## src/rtl/serial_deser.sv

```systemverilog
`default_nettype none
// ============================================================================
// Module      : serial_deser
// Description : Serial-to-parallel deserializer with sync-framed input,
//               valid/ready holding register and sticky error flags.
// Revision    : 1.0 - initial release
// ============================================================================
module serial_deser #(
    parameter int WIDTH      = 8,
    parameter bit MSB_FIRST  = 1'b1,
    parameter bit CONTINUOUS = 1'b0
) (
    input  logic                     clk,
    input  logic                     rst,
    input  logic                     din,
    input  logic                     din_en,
    input  logic                     sync,
    input  logic                     dout_ready,
    input  logic                     clr_err,
    output logic [WIDTH-1:0]         dout,
    output logic                     dout_valid,
    output logic                     overrun,
    output logic                     frame_err,
    output logic [$clog2(WIDTH)-1:0] bit_cnt
);

    localparam int              CW         = $clog2(WIDTH);
    localparam logic [CW-1:0]   c_last_bit = CW'(WIDTH - 1);
    localparam logic [0:0]      c_st_idle  = 1'b0;
    localparam logic [0:0]      c_st_shift = 1'b1;

    logic [0:0]       state_q, state_d;
    logic [WIDTH-1:0] sr_q, sr_d;
    logic [WIDTH-1:0] dout_q, dout_d;
    logic             valid_q, valid_d;
    logic [CW-1:0]    cnt_q, cnt_d;
    logic             ovr_q, ovr_d;
    logic             ferr_q, ferr_d;

    logic             w_take;
    logic             w_resync;
    logic             w_complete;
    logic             w_load;
    logic [CW-1:0]    w_base_cnt;
    logic [WIDTH-1:0] w_base_sr;
    logic [WIDTH-1:0] w_shifted;

    // A qualified sync always opens a fresh frame, so the partial word and
    // its count are replaced by zero before the incoming bit is shifted in.
    always_comb begin
        w_take     = din_en && (sync || (state_q == c_st_shift));
        w_base_cnt = sync ? '0 : cnt_q;
        w_base_sr  = sync ? '0 : sr_q;
        w_complete = w_take && (w_base_cnt == c_last_bit);
        w_resync   = din_en && sync && (state_q == c_st_shift) && (cnt_q != '0);
        w_load     = w_complete && (!valid_q || dout_ready);
    end

    generate
        if (MSB_FIRST) begin : g_msb_first
            assign w_shifted = (w_base_sr << 1) | WIDTH'(din);
        end else begin : g_lsb_first
            assign w_shifted = (w_base_sr >> 1) | {din, {(WIDTH-1){1'b0}}};
        end
    endgenerate

    always_comb begin
        state_d = state_q;
        sr_d    = sr_q;
        cnt_d   = cnt_q;
        dout_d  = dout_q;
        valid_d = valid_q;
        if (w_take) begin
            sr_d = w_shifted;
            if (w_complete) begin
                cnt_d   = '0;
                state_d = CONTINUOUS ? c_st_shift : c_st_idle;
            end else begin
                cnt_d   = w_base_cnt + CW'(1);
                state_d = c_st_shift;
            end
        end
        // Load and handshake in one cycle keep valid high with the new word.
        if (w_load) begin
            dout_d  = w_shifted;
            valid_d = 1'b1;
        end else if (valid_q && dout_ready) begin
            valid_d = 1'b0;
        end
        ovr_d  = (w_complete && !w_load) || (ovr_q && !clr_err);
        ferr_d = w_resync || (ferr_q && !clr_err);
    end

    always_ff @(posedge clk) begin
        if (rst) begin
            state_q <= c_st_idle;
            sr_q    <= '0;
            dout_q  <= '0;
            valid_q <= 1'b0;
            cnt_q   <= '0;
            ovr_q   <= 1'b0;
            ferr_q  <= 1'b0;
        end else begin
            state_q <= state_d;
            sr_q    <= sr_d;
            dout_q  <= dout_d;
            valid_q <= valid_d;
            cnt_q   <= cnt_d;
            ovr_q   <= ovr_d;
            ferr_q  <= ferr_d;
        end
    end

    assign dout       = dout_q;
    assign dout_valid = valid_q;
    assign overrun    = ovr_q;
    assign frame_err  = ferr_q;
    assign bit_cnt    = cnt_q;

endmodule
`default_nettype wire
```

## config.mk

```make
export PLATFORM = sky130hd
export DESIGN_NAME = serial_deser
export DESIGN_NICKNAME = d
export VERILOG_FILES = /design/src/rtl/serial_deser.sv
export SDC_FILE = /design/constraint.sdc
export NUM_CORES = 1
export LEC_CHECK = 0
export ABC_CLOCK_PERIOD_IN_PS = 1600
export CORE_ASPECT_RATIO = 1.25
export CORE_MARGIN = 4
export CORE_UTILIZATION = 44
export CTS_CLUSTER_SIZE = 40
export DETAILED_ROUTE_END_ITERATION = 10
export GPL_TIMING_DRIVEN = 1
export PLACE_DENSITY = 0.71
export SLEW_MARGIN = 0
export SYNTH_ARGS = -nofsm -noshare
export SYNTH_HDL_FRONTEND = slang
export SYNTH_SLANG_ARGS = --single-unit
```

## constraint.sdc

```tcl
create_clock -name clk -period 1.6 [get_ports clk]
set_clock_uncertainty 0.1 [all_clocks]
set_input_delay 0.24 -clock clk [delete_from_list [all_inputs] [get_ports clk]]
set_output_delay 0.24 -clock clk [all_outputs]
set_load 0.01 [all_outputs]
```

==> flow_metrics.env, run 1 <==
export IMPL_setup_viols_final=0
export IMPL_critical_path_reg2reg_startpoint="bit_cnt[0]"
export IMPL_floorplan_core_area_mm2=0.002187
export IMPL_synth_net_count=116
export IMPL_hold_slack_ns=0.3504
export IMPL_chipHeight_um=61.39
export IMPL_timing_setup_critical_path_class="reg -> reg"
export IMPL_initial_antenna_violation_count=0
export IMPL_vias=882
export IMPL_htreeDepth=1
export IMPL_synth_top_cell_area_share_pct=43.89
export IMPL_final_max_slew_viol_count=0
export IMPL_rows=19
export IMPL_cts_made_buffers=3
export IMPL_post_synth_num_cell_types=25
export IMPL_run_status="complete, no violations"
export IMPL_tritoncts="built"
export IMPL_cts_root_buf="clkbuf_4"
export IMPL_critPathArrivalTime_ns=1.65
export IMPL_grt_pass1_vias=815
export IMPL_clkLatencyLatePin_ns=0.32
export IMPL_p_per_cell_area_mw_per_mm2=788.2
export IMPL_synth_ff_latch_count=22
export IMPL_routabilityCongestion=0.8545
export IMPL_worstHoldStart="sync"
export IMPL_max_cap_violations=0
export IMPL_post_synth_instance_area_mm2=0.001003
export IMPL_postSynthAreaPerCell_um2=9.378
export IMPL_path_max_fanout=9
export IMPL_grt_setup_unrepaired="yes"
export IMPL_start_kind="flop"
export IMPL_via_per_inst=5.345
export IMPL_nNetsFinal=144
export IMPL_cts_hold_buffers_added=0
export IMPL_antenna_cells=0
export IMPL_area_sequential_um2=442.9
export IMPL_detail_route_iter0_violations=17
export IMPL_worstHoldPathType="in -> reg"
export IMPL_netlist_top_cells_area="dfxtp_1 44%, a21oi_1 7.0%, nand4_1 5.6%"
export IMPL_library_cell_occupying_the_most_area_in_the_post_synthesis_netlist="dfxtp_1"
export IMPL_clock_sinks=22
export IMPL_antenna_violating_nets_post_route=0
export IMPL_finalWirelength_mm=2.169
export IMPL_power_static_leakage_nw=0.6254
export IMPL_max_vdd_ir_drop_mv=0.7311
export IMPL_largest_net_degree_at_the_start_of_global_routing=15
export IMPL_grt_pass1_wl_mm=3.691
export IMPL_ioPinCount=21
export IMPL_grt_util_all_layers_pct=16.12
export IMPL_instances_no_fill=165
export IMPL_cp_top_family="adder cells"
export IMPL_end_kind="flop"
export IMPL_detailedPlacementHpwl_mm=1.617
export IMPL_origin_of_the_worst_setup_path="bit_cnt[0]"
export IMPL_crit_chain="nor2b_1 -> ha_1 -> ha_2 -> clkinv_4 -> o31ai_1 -> a21oi_1"
export IMPL_worst_path_buf_inv=1
export IMPL_r2r_setup_slack_ns=0.06
export IMPL_syn_instance_count=107
export IMPL_crit_path_top_delay_cell="dfxtp_1"
export IMPL_post_place_ws_ns=-0.3937
export IMPL_layout_area_overhead_vs_synth_pct=38.03
export IMPL_critical_path_max_stage_delay_ns=0.35
export IMPL_final_core_utilization_pct=63.33
export IMPL_final_min_period_over_clock_period_pct=96.49
export IMPL_achievable_frequency_mhz=647.7
export IMPL_ys_seq_area_share_pct=43.89
export IMPL_grt_ovfl_total=0
export IMPL_drc=0
export IMPL_placedCellCount=161
export IMPL_clock_slew_seen_by_the_registers_of_the_worst_setup_and_hold_paths_ns=0.13
export IMPL_final_layout_size_suffix_gt1_share_pct=23.13
export IMPL_fp_dieW_um=50.72
export IMPL_setup_ws_ns=0.05610
export IMPL_routed_wire_length_per_instance_um=13.15
export IMPL_power_mw=1.092
export IMPL_portBuffers=20
export IMPL_synth_yosys_warnings=0
export IMPL_initial_core_util_pct=45.88
export IMPL_critPathRequiredTime_ns=1.71
export IMPL_final_min_clock_period_ns=1.544
export IMPL_clock_path_buffers=2
export IMPL_slew_headroom_pct=79.73
export IMPL_area_occupied_by_multi_input_gates_um2=523.0
export IMPL_num_fill_cells=199
export IMPL_firstDrtPassIters=4
export IMPL_dieArea_mm2=0.003113
export IMPL_total_count_of_hold_check_failures_in_the_final_report=0
export IMPL_worstMarginPinSlew_ns=0.3040
routing by layer:
layer	vias up	part of all wire, %	track usage, %
met5	-	0	0
li1	444	-	-
met1	410	42	18.44
met3	6	4.2	3.874
met4	0	2.4	10.77
met2	22	51	27.05
placed cells by master (no fill, tap or decap), types with 2 or more instances in the layout:
master,instances
and2b_1,2
dlygate4sd2_1,3
a21oi_1,14
o31ai_1,2
nand3_1,2
clkbuf_4,3
dfxtp_2,2
nand2_1,5
nor2_1,8
o31ai_2,5
nor2b_1,9
clkdlybuf4s50_1,9
a22oi_1,6
buf_4,11
nand4_1,9
dlymetal6s2s_1,8
nand2b_1,3
dfxtp_1,20
flip-flops by register name (all words and copies together), names as in the netlist:
| register | count |
|---|---|
| bit_cnt | 3 |
| dout | 8 |
| dout_valid | 1 |
| frame_err | 1 |
| overrun | 1 |
| sr_q | 7 |
| state_q | 1 |
kinds of logic (layout without fill, tap and decap cells):
| kind of cell | Yosys count | after routing | synth area share (%) |
|---|---|---|---|
| AOI/OAI and AO/OA | 33 | 33 | 24.81 |
| adders and majority gates | 2 | 2 | 2.493 |
| buffers and inverters | 10 | 37 | 6.733 |
| DFF | 22 | 22 | 43.89 |
| and+or+nand+nor | 40 | 40 | 22.07 |
cell usage after synthesis:
cell	instances
a211oi_1	1
o21ai_4	1
a211oi_2	1
or3_1	1
nand2_1	5
buf_4	1
and3b_2	1
o31ai_4	1
ha_1	2
o21a_4	1
and2b_1	2
nand4_1	9
buf_2	3
a22oi_1	6
clkbuf_1	2
o31ai_1	7
buf_6	3
a21oi_2	1
dfxtp_1	22
a21oi_1	14
nand3_1	2
nand2b_1	3
clkinv_1	1
nor2_1	8
nor2b_1	9
final timing paths:
check	endpoint	cells past startpoint
worst max register to register	dout[2]	6
worst max-delay path	dout[2]	6
worst min register to register	dout[7]	2
worst min-delay path	frame_err	4
area by class of cell:
cell class                 instances  share of cell area [%]
tap                               31                   2.800
clock buffer                       3                   1.626
inverter                           1                  0.6323
clock inverter                     1                   2.168
multi-input combinational         75                   37.76
sequential                        22                   31.98
timing repair buffer              32                   23.04
per-stage QoR:
step	TNS (ns)	area [µm²]
floorplan	0	1005
global placement	-3.422	1282
detailed placement	-4.413	1282
CTS	0	1344
global route	-0.1136	1385
finish	0	1385
report_power, final:
part	internal [mW]	leakage, nW	total [mW]	switching, mW
sequential	0.554	0.179	0.560	0.00593
clock	0.253	0.0279	0.430	0.176
combinational	0.0503	0.419	0.102	0.0518
total	0.857	0.625	1.09	0.234
repair_timing:
action | 4_1_cts | 5_1_grt
gates resized for setup | 7 | 13
buffers inserted | 0 | 0
endpoints found under the setup margin | 10 | 15
endpoints found under the hold margin | 0 | 0
worst register-to-register path, stage by stage, from the launching register on:
cell	delay, ns
dfxtp_1	0.35
nor2b_1	0.14
ha_1	0.16
ha_2	0.21
clkinv_4	0.11
o31ai_1	0.27
a21oi_1	0.09
Note: power is estimated with default switching activity, not from simulation.
==> inputs of run 2 (changes only) <==
--- a/config.mk
+++ b/config.mk
@@ -5,7 +5,7 @@
 export SDC_FILE = /design/constraint.sdc
 export NUM_CORES = 1
 export LEC_CHECK = 0
-export ABC_CLOCK_PERIOD_IN_PS = 1600
+export ABC_CLOCK_PERIOD_IN_PS = 1400
 export CORE_ASPECT_RATIO = 1.25
 export CORE_MARGIN = 4
 export CORE_UTILIZATION = 44
==> constraint.sdc (replaced) <==
create_clock -name clk -period 1.4 [get_ports clk]
set_clock_uncertainty 0.1 [all_clocks]
set_input_delay 0.21 -clock clk [delete_from_list [all_inputs] [get_ports clk]]
set_output_delay 0.21 -clock clk [all_outputs]
set_load 0.01 [all_outputs]
==> flow_metrics.env, run 2 (synthesis results as in run 1) <==
export IMPL_critPathRequiredTime_ns=1.51
export IMPL_achievable_frequency_mhz=681.4
export IMPL_timing_setup_critical_path_class="reg -> reg"
export IMPL_hold_slack_ns=0.3733
export IMPL_setup_ws_ns=-0.06750
export IMPL_num_fill_cells=188
export IMPL_htreeDepth=1
export IMPL_final_min_clock_period_ns=1.468
export IMPL_mostFrequentLayoutCell="dfxtp_1"
export IMPL_critPathArrivalTime_ns=1.58
export IMPL_run_status="finished, violations left"
export IMPL_final_layout_size_suffix_gt1_share_pct=29.10
export IMPL_vias=867
export IMPL_grt_pass1_vias=898
export IMPL_crit_path_top_delay_cell="dfxtp_4"
export IMPL_ioPinCount=21
export IMPL_final_max_slew_viol_count=0
export IMPL_fp_dieW_um=50.72
export IMPL_p_per_cell_area_mw_per_mm2=760.7
export IMPL_largest_register_ff_count=8
export IMPL_end_kind="flop"
export IMPL_initial_antenna_violation_count=0
export IMPL_antenna_cells=0
export IMPL_clock_path_buffers=2
export IMPL_portBuffers=20
export IMPL_final_cell_mix="19 x dfxtp_1, 14 x dlygate4sd2_1, 12 x a21oi_1"
export IMPL_power_static_leakage_nw=0.5463
export IMPL_routabilityCongestion=0.7816
export IMPL_post_place_ws_ns=-0.4733
export IMPL_post_cts_buffers=0
export IMPL_failed_checks="setup timing"
export IMPL_firstDrtPassIters=2
export IMPL_drc=0
export IMPL_clock_slew_seen_by_the_registers_of_the_worst_setup_and_hold_paths_ns=0.12
export IMPL_routed_wire_length_per_instance_um=13.93
export IMPL_cts_root_buf="clkbuf_4"
export IMPL_largest_net_degree_at_the_start_of_global_routing=23
export IMPL_nNetsFinal=144
export IMPL_path_max_fanout=4
export IMPL_worstMarginPinSlew_ns=0.2895
export IMPL_detail_route_iter0_violations=17
export IMPL_worstHoldPathType="reg -> reg"
export IMPL_initial_core_util_pct=45.88
export IMPL_total_count_of_hold_check_failures_in_the_final_report=0
export IMPL_grt_setup_unrepaired="yes"
export IMPL_dieArea_mm2=0.003113
export IMPL_layout_area_overhead_vs_synth_pct=47.01
export IMPL_final_core_utilization_pct=67.45
export IMPL_slew_headroom_pct=80.70
export IMPL_final_min_period_over_clock_period_pct=104.8
export IMPL_antenna_violating_nets_post_route=0
export IMPL_via_per_inst=5.255
export IMPL_grt_pass1_wl_mm=3.884
export IMPL_cts_made_buffers=3
export IMPL_floorplan_core_area_mm2=0.002187
export IMPL_rows=19
export IMPL_chipHeight_um=61.39
export IMPL_critical_path_most_common_cell="ha_4"
export IMPL_max_cap_violations=0
export IMPL_finalWirelength_mm=2.299
export IMPL_setup_viols_final=9
export IMPL_detailedPlacementHpwl_mm=1.570
export IMPL_tritoncts="built"
export IMPL_grt_util_all_layers_pct=16.46
export IMPL_setup_tns_final_ns=-0.2181
export IMPL_clock_sinks=22
export IMPL_start_kind="flop"
export IMPL_max_vdd_ir_drop_mv=0.5230
export IMPL_critical_path_max_stage_delay_ns=0.37
export IMPL_grt_ovfl_total=0
export IMPL_crit_chain="nor2b_4 -> ha_4 -> ha_4 -> clkinv_4 -> o31ai_2 -> a21oi_1"
export IMPL_clkLatencyLatePin_ns=0.31
-- run 2: cell types whose count changed in the layout (fill, tap and decap cells not counted), sizes merged --
cell,delta
dlygate4sd2,+11
dlymetal6s2s,-8
clkdlybuf4s50,-4
buf,-1
bufinv,-1
clkbuf,+1
clkdlybuf4s15,+1
clkinv,+1
-- run 2: path summary, 6_finish.rpt --
check,start,endpoint,slack (ns),cells after the start
max,bit_cnt[0],dout[0],-0.07,6
min,overrun,overrun,0.37,2
max reg2reg,bit_cnt[0],dout[0],-0.07,6
min reg2reg,overrun,overrun,0.37,2
-- run 2: per-stage QoR --
stage,area (µm²),power [mW],instances
6_report,1475,1.122,165
5_1_grt,1475,1.153,165
4_1_cts,1396,1.119,165
3_5_place_dp,1311,0.7730,160
3_3_place_gp,1311,0.7692,160
2_1_floorplan,1028,0.7140,107
-- run 2: layer usage --
layer  part of all wire [%]  global-route usage [%]
met1                     40                   18.09
met3                    3.0                   1.937
met5                      0                       0
met4                    2.4                   10.00
met2                     54                   30.60
-- run 2: cell type report --
cell class                      count  area (µm²)  share of cell area [%]
Clock buffer                        4       36.28                   2.460
Inverter                            1       16.27                   1.103
Timing Repair Buffer               31       297.8                   20.19
Sequential cell                    22       446.7                   30.28
Tap cell                           31       38.79                   2.629
Multi-Input combinational cell     75       630.6                   42.75
Timing Repair inverter              1       8.758                  0.5937
-- run 2: where the power goes --
part	total [mW]	switching [mW]	internal, mW
Sequential	0.638	0.00532	0.633
Clock	0.354	0.196	0.159
Combinational	0.130	0.0687	0.0610
-- run 2: repair_timing --
action                     4_1_cts  5_1_grt
gates cloned                     1        0
setup endpoints to repair       26       12
gates resized for setup         27       12
pin swaps                        1        9
hold buffers                     0        0
-- run 2: worst max-delay path: cells and delay by family (launching register included) --
family / cells / cell delay, ns
AOI/OAI and AO/OA: 2 / 0.29
DFF: 1 / 0.37
and+or+nand+nor: 1 / 0.15
adders and majority gates: 2 / 0.35
buffers and inverters: 1 / 0.10
==> edit, RTL diff (flow settings as in run 2) <==
Make the reset (`rst`) asynchronous in one clocked block.
--- a/src/rtl/serial_deser.sv
+++ b/src/rtl/serial_deser.sv
@@ -91,7 +91,7 @@
         ferr_d = w_resync || (ferr_q && !clr_err);
     end
 
-    always_ff @(posedge clk) begin
+    always_ff @(posedge clk or posedge rst) begin
         if (rst) begin
             state_q <= c_st_idle;
             sr_q    <= '0;
Formal check against the unedited RTL: differs if rst is asserted again (counterexample within 4 cycles, from zero or initial values and one cycle with rst high); with rst held inactive, the same outputs for 10 cycles.
==> edit against run 2 <==
The run still ends with setup timing left; sequential share of layout area grew 9.3 points; sequential cell count stayed put; setup slack worse by 94 ps; cell area decreased by 5.8%; power rose by 21%; synthesized area is 5.9% lower; wire length shrank 19%; combinational power is 55% higher; first-iteration DRC count down 71%; die area shrank 5.0%; critical path type unchanged.
==> edit: results (changes against run 2) <==
count of cell types in the netlist 16 (-36%); Worst path slowest cell dfrtp_1; htree depth 1 (unchanged); largest net degree at the start of global routing 23 (unchanged); share of flip-flops with an asynchronous set or reset 100% (+100 points); VDD IR max 0.000696 V (+33%); vias in the first global route 689 (-23%); Seq/Total Area, Yosys 58.3% (+14 points); Largest register FFs 8 (unchanged); leakage 0.743 nW (+36%); DP HPWL 1370 microns (-13%); CTS root buf clkbuf_4; initial DRC count 5 (-12); number of port buffers 20 (unchanged); drt total wl 1870 microns (-19%); Post-synth top flop dfrtp_1; Hold WC Path Type primary input to asynchronous set/reset pin; switching share of power 21.9% (-2.1 points); Fill cells 154 (-18%); initial antenna violation count 0 (unchanged); Fin Hold WS 117 ps (-257 ps); post-route setup slack -162 ps (-94.4 ps); Final nets 122 (-15%); Commonest cells post-synth dfrtp_1, mux2_2, nand2_1, nor2b_1; syn nets 84 (-28%); Slew HR 81.8% (+1.1 points); CTS buffer count 3 (unchanged); Mapped Cells 75 (-30%); Clock Latency Late Sink 310 ps (about the same); GPL Wtd Cong 0.779 (-0.38%); Initial DRT Pass Iterations 2 (unchanged); Ys Warns 0 (unchanged); Total Routing Usage GR 15.3% (-1.2 points); first-pass GRT wire length 3310 microns (-15%); outcome complete, but fails checks; routed length per instance 14.2 microns (+1.6%); clock transition at the registers of the reported paths 120 ps (about the same); crit path max fanout 8 (+4); ant diodes 0 (unchanged); synth top area cells dfrtp_1, mux2_2, nor2b_1, nand2_1, ha_1; r2r worst-path depth 5 (-1); failing checks setup timing; Final setup viols 12 (+3); via total after detailed routing 662 (-24%); Placed Instances 127 (-21%); slowest stage delay, CP 410 ps (+40 ps); largest buffer count on any clock path 2 (unchanged); Top Family by Delay on Critical Path flip-flops; CP arrival 1670 ps (+90 ps); share of layout cells above drive strength 1 42.0% (+13 points)
-- edit: changes by cell type in the layout (fill, tap and decap cells not counted), sizes merged, moves of 5 or more --
cell   delta
dfrtp    +22
dfxtp    -22
a21oi    -15
mux2     +14
nand4     -9
nor2      -8
o31ai     -8
a22oi     -6
buf       +6
nand2     +5
-- edit: stage by stage --
| stage | setup WS (ps) | power (W) | TNS, ps | instance area, sq um |
|---|---|---|---|---|
| CTS | -155 | 0.00138 | -1190 | 1380 |
| detailed placement | -539 | 0.000891 | -9350 | 1310 |
| global placement | -512 | 0.000890 | -9060 | 1310 |
| floorplan | -176 | 0.000783 | -1410 | 997 |
| finish | -162 | 0.00136 | -1510 | 1390 |
| global route | -218 | 0.00144 | -2170 | 1390 |
-- edit: repair_timing --
action	CTS	global route
pin swaps	1	2
setup buffers	0	1
resized for setup	25	9
setup endpoints to repair	31	15
-- edit: cell families after synthesis --
group,count (synthesis),synth area share (%)
flip-flops,22,58.3
AND/OR/NAND/NOR,25,14.8
adder cells (fa/ha/maj),2,2.65
multiplexers,14,16.7
buffers and inverters,5,2.91
AO/OA/AOI/OAI,7,4.64
-- edit: worst paths after layout --
check / start / end
max: bit_cnt[0]$_DFFE_PP0P_ / dout[7]$_DFFE_PP0P_
min: rst / dout[0]$_DFFE_PP0P_
max reg2reg: bit_cnt[0]$_DFFE_PP0P_ / dout[7]$_DFFE_PP0P_
min reg2reg: sr_q[0]$_DFFE_PP0P_ / sr_q[0]$_DFFE_PP0P_
max in group asynchronous: rst / bit_cnt[2]$_DFFE_PP0P_
min in group clk: din / sr_q[0]$_DFFE_PP0P_
-- edit: cell type report --
| cell class | instances | area (sq um) | share of cell area [%] |
|---|---|---|---|
| timing repair buffer | 35 | 287 | 20.6 |
| multi-input combinational | 48 | 464 | 33.4 |
| inverter | 3 | 11.3 | 0.810 |
| clock inverter | 1 | 30.0 | 2.16 |
| clock buffer | 3 | 22.5 | 1.62 |
| sequential | 22 | 551 | 39.6 |
| tap | 20 | 25.0 | 1.80 |
-- edit: power groups by stage --
| stage | sequential [W] | clock (W) | combinational (W) |
|---|---|---|---|
| detailed placement | 0.000691 | 0 | 0.000201 |
| global placement | 0.000691 | 0 | 0.000199 |
| floorplan | 0.000702 | 0 | 0.0000811 |
| global route | 0.000684 | 0.000535 | 0.000223 |
| CTS | 0.000679 | 0.000497 | 0.000207 |
| finish | 0.000679 | 0.000481 | 0.000201 |
-- edit: layer usage --
layer,GRT usage [%],part of all wire (%),up-vias
li1,-,-,326
met1,18.6,43,319
met2,25.5,51,12
met3,2.49,3.5,5
met4,9.49,2.9,0
met5,0,0,-
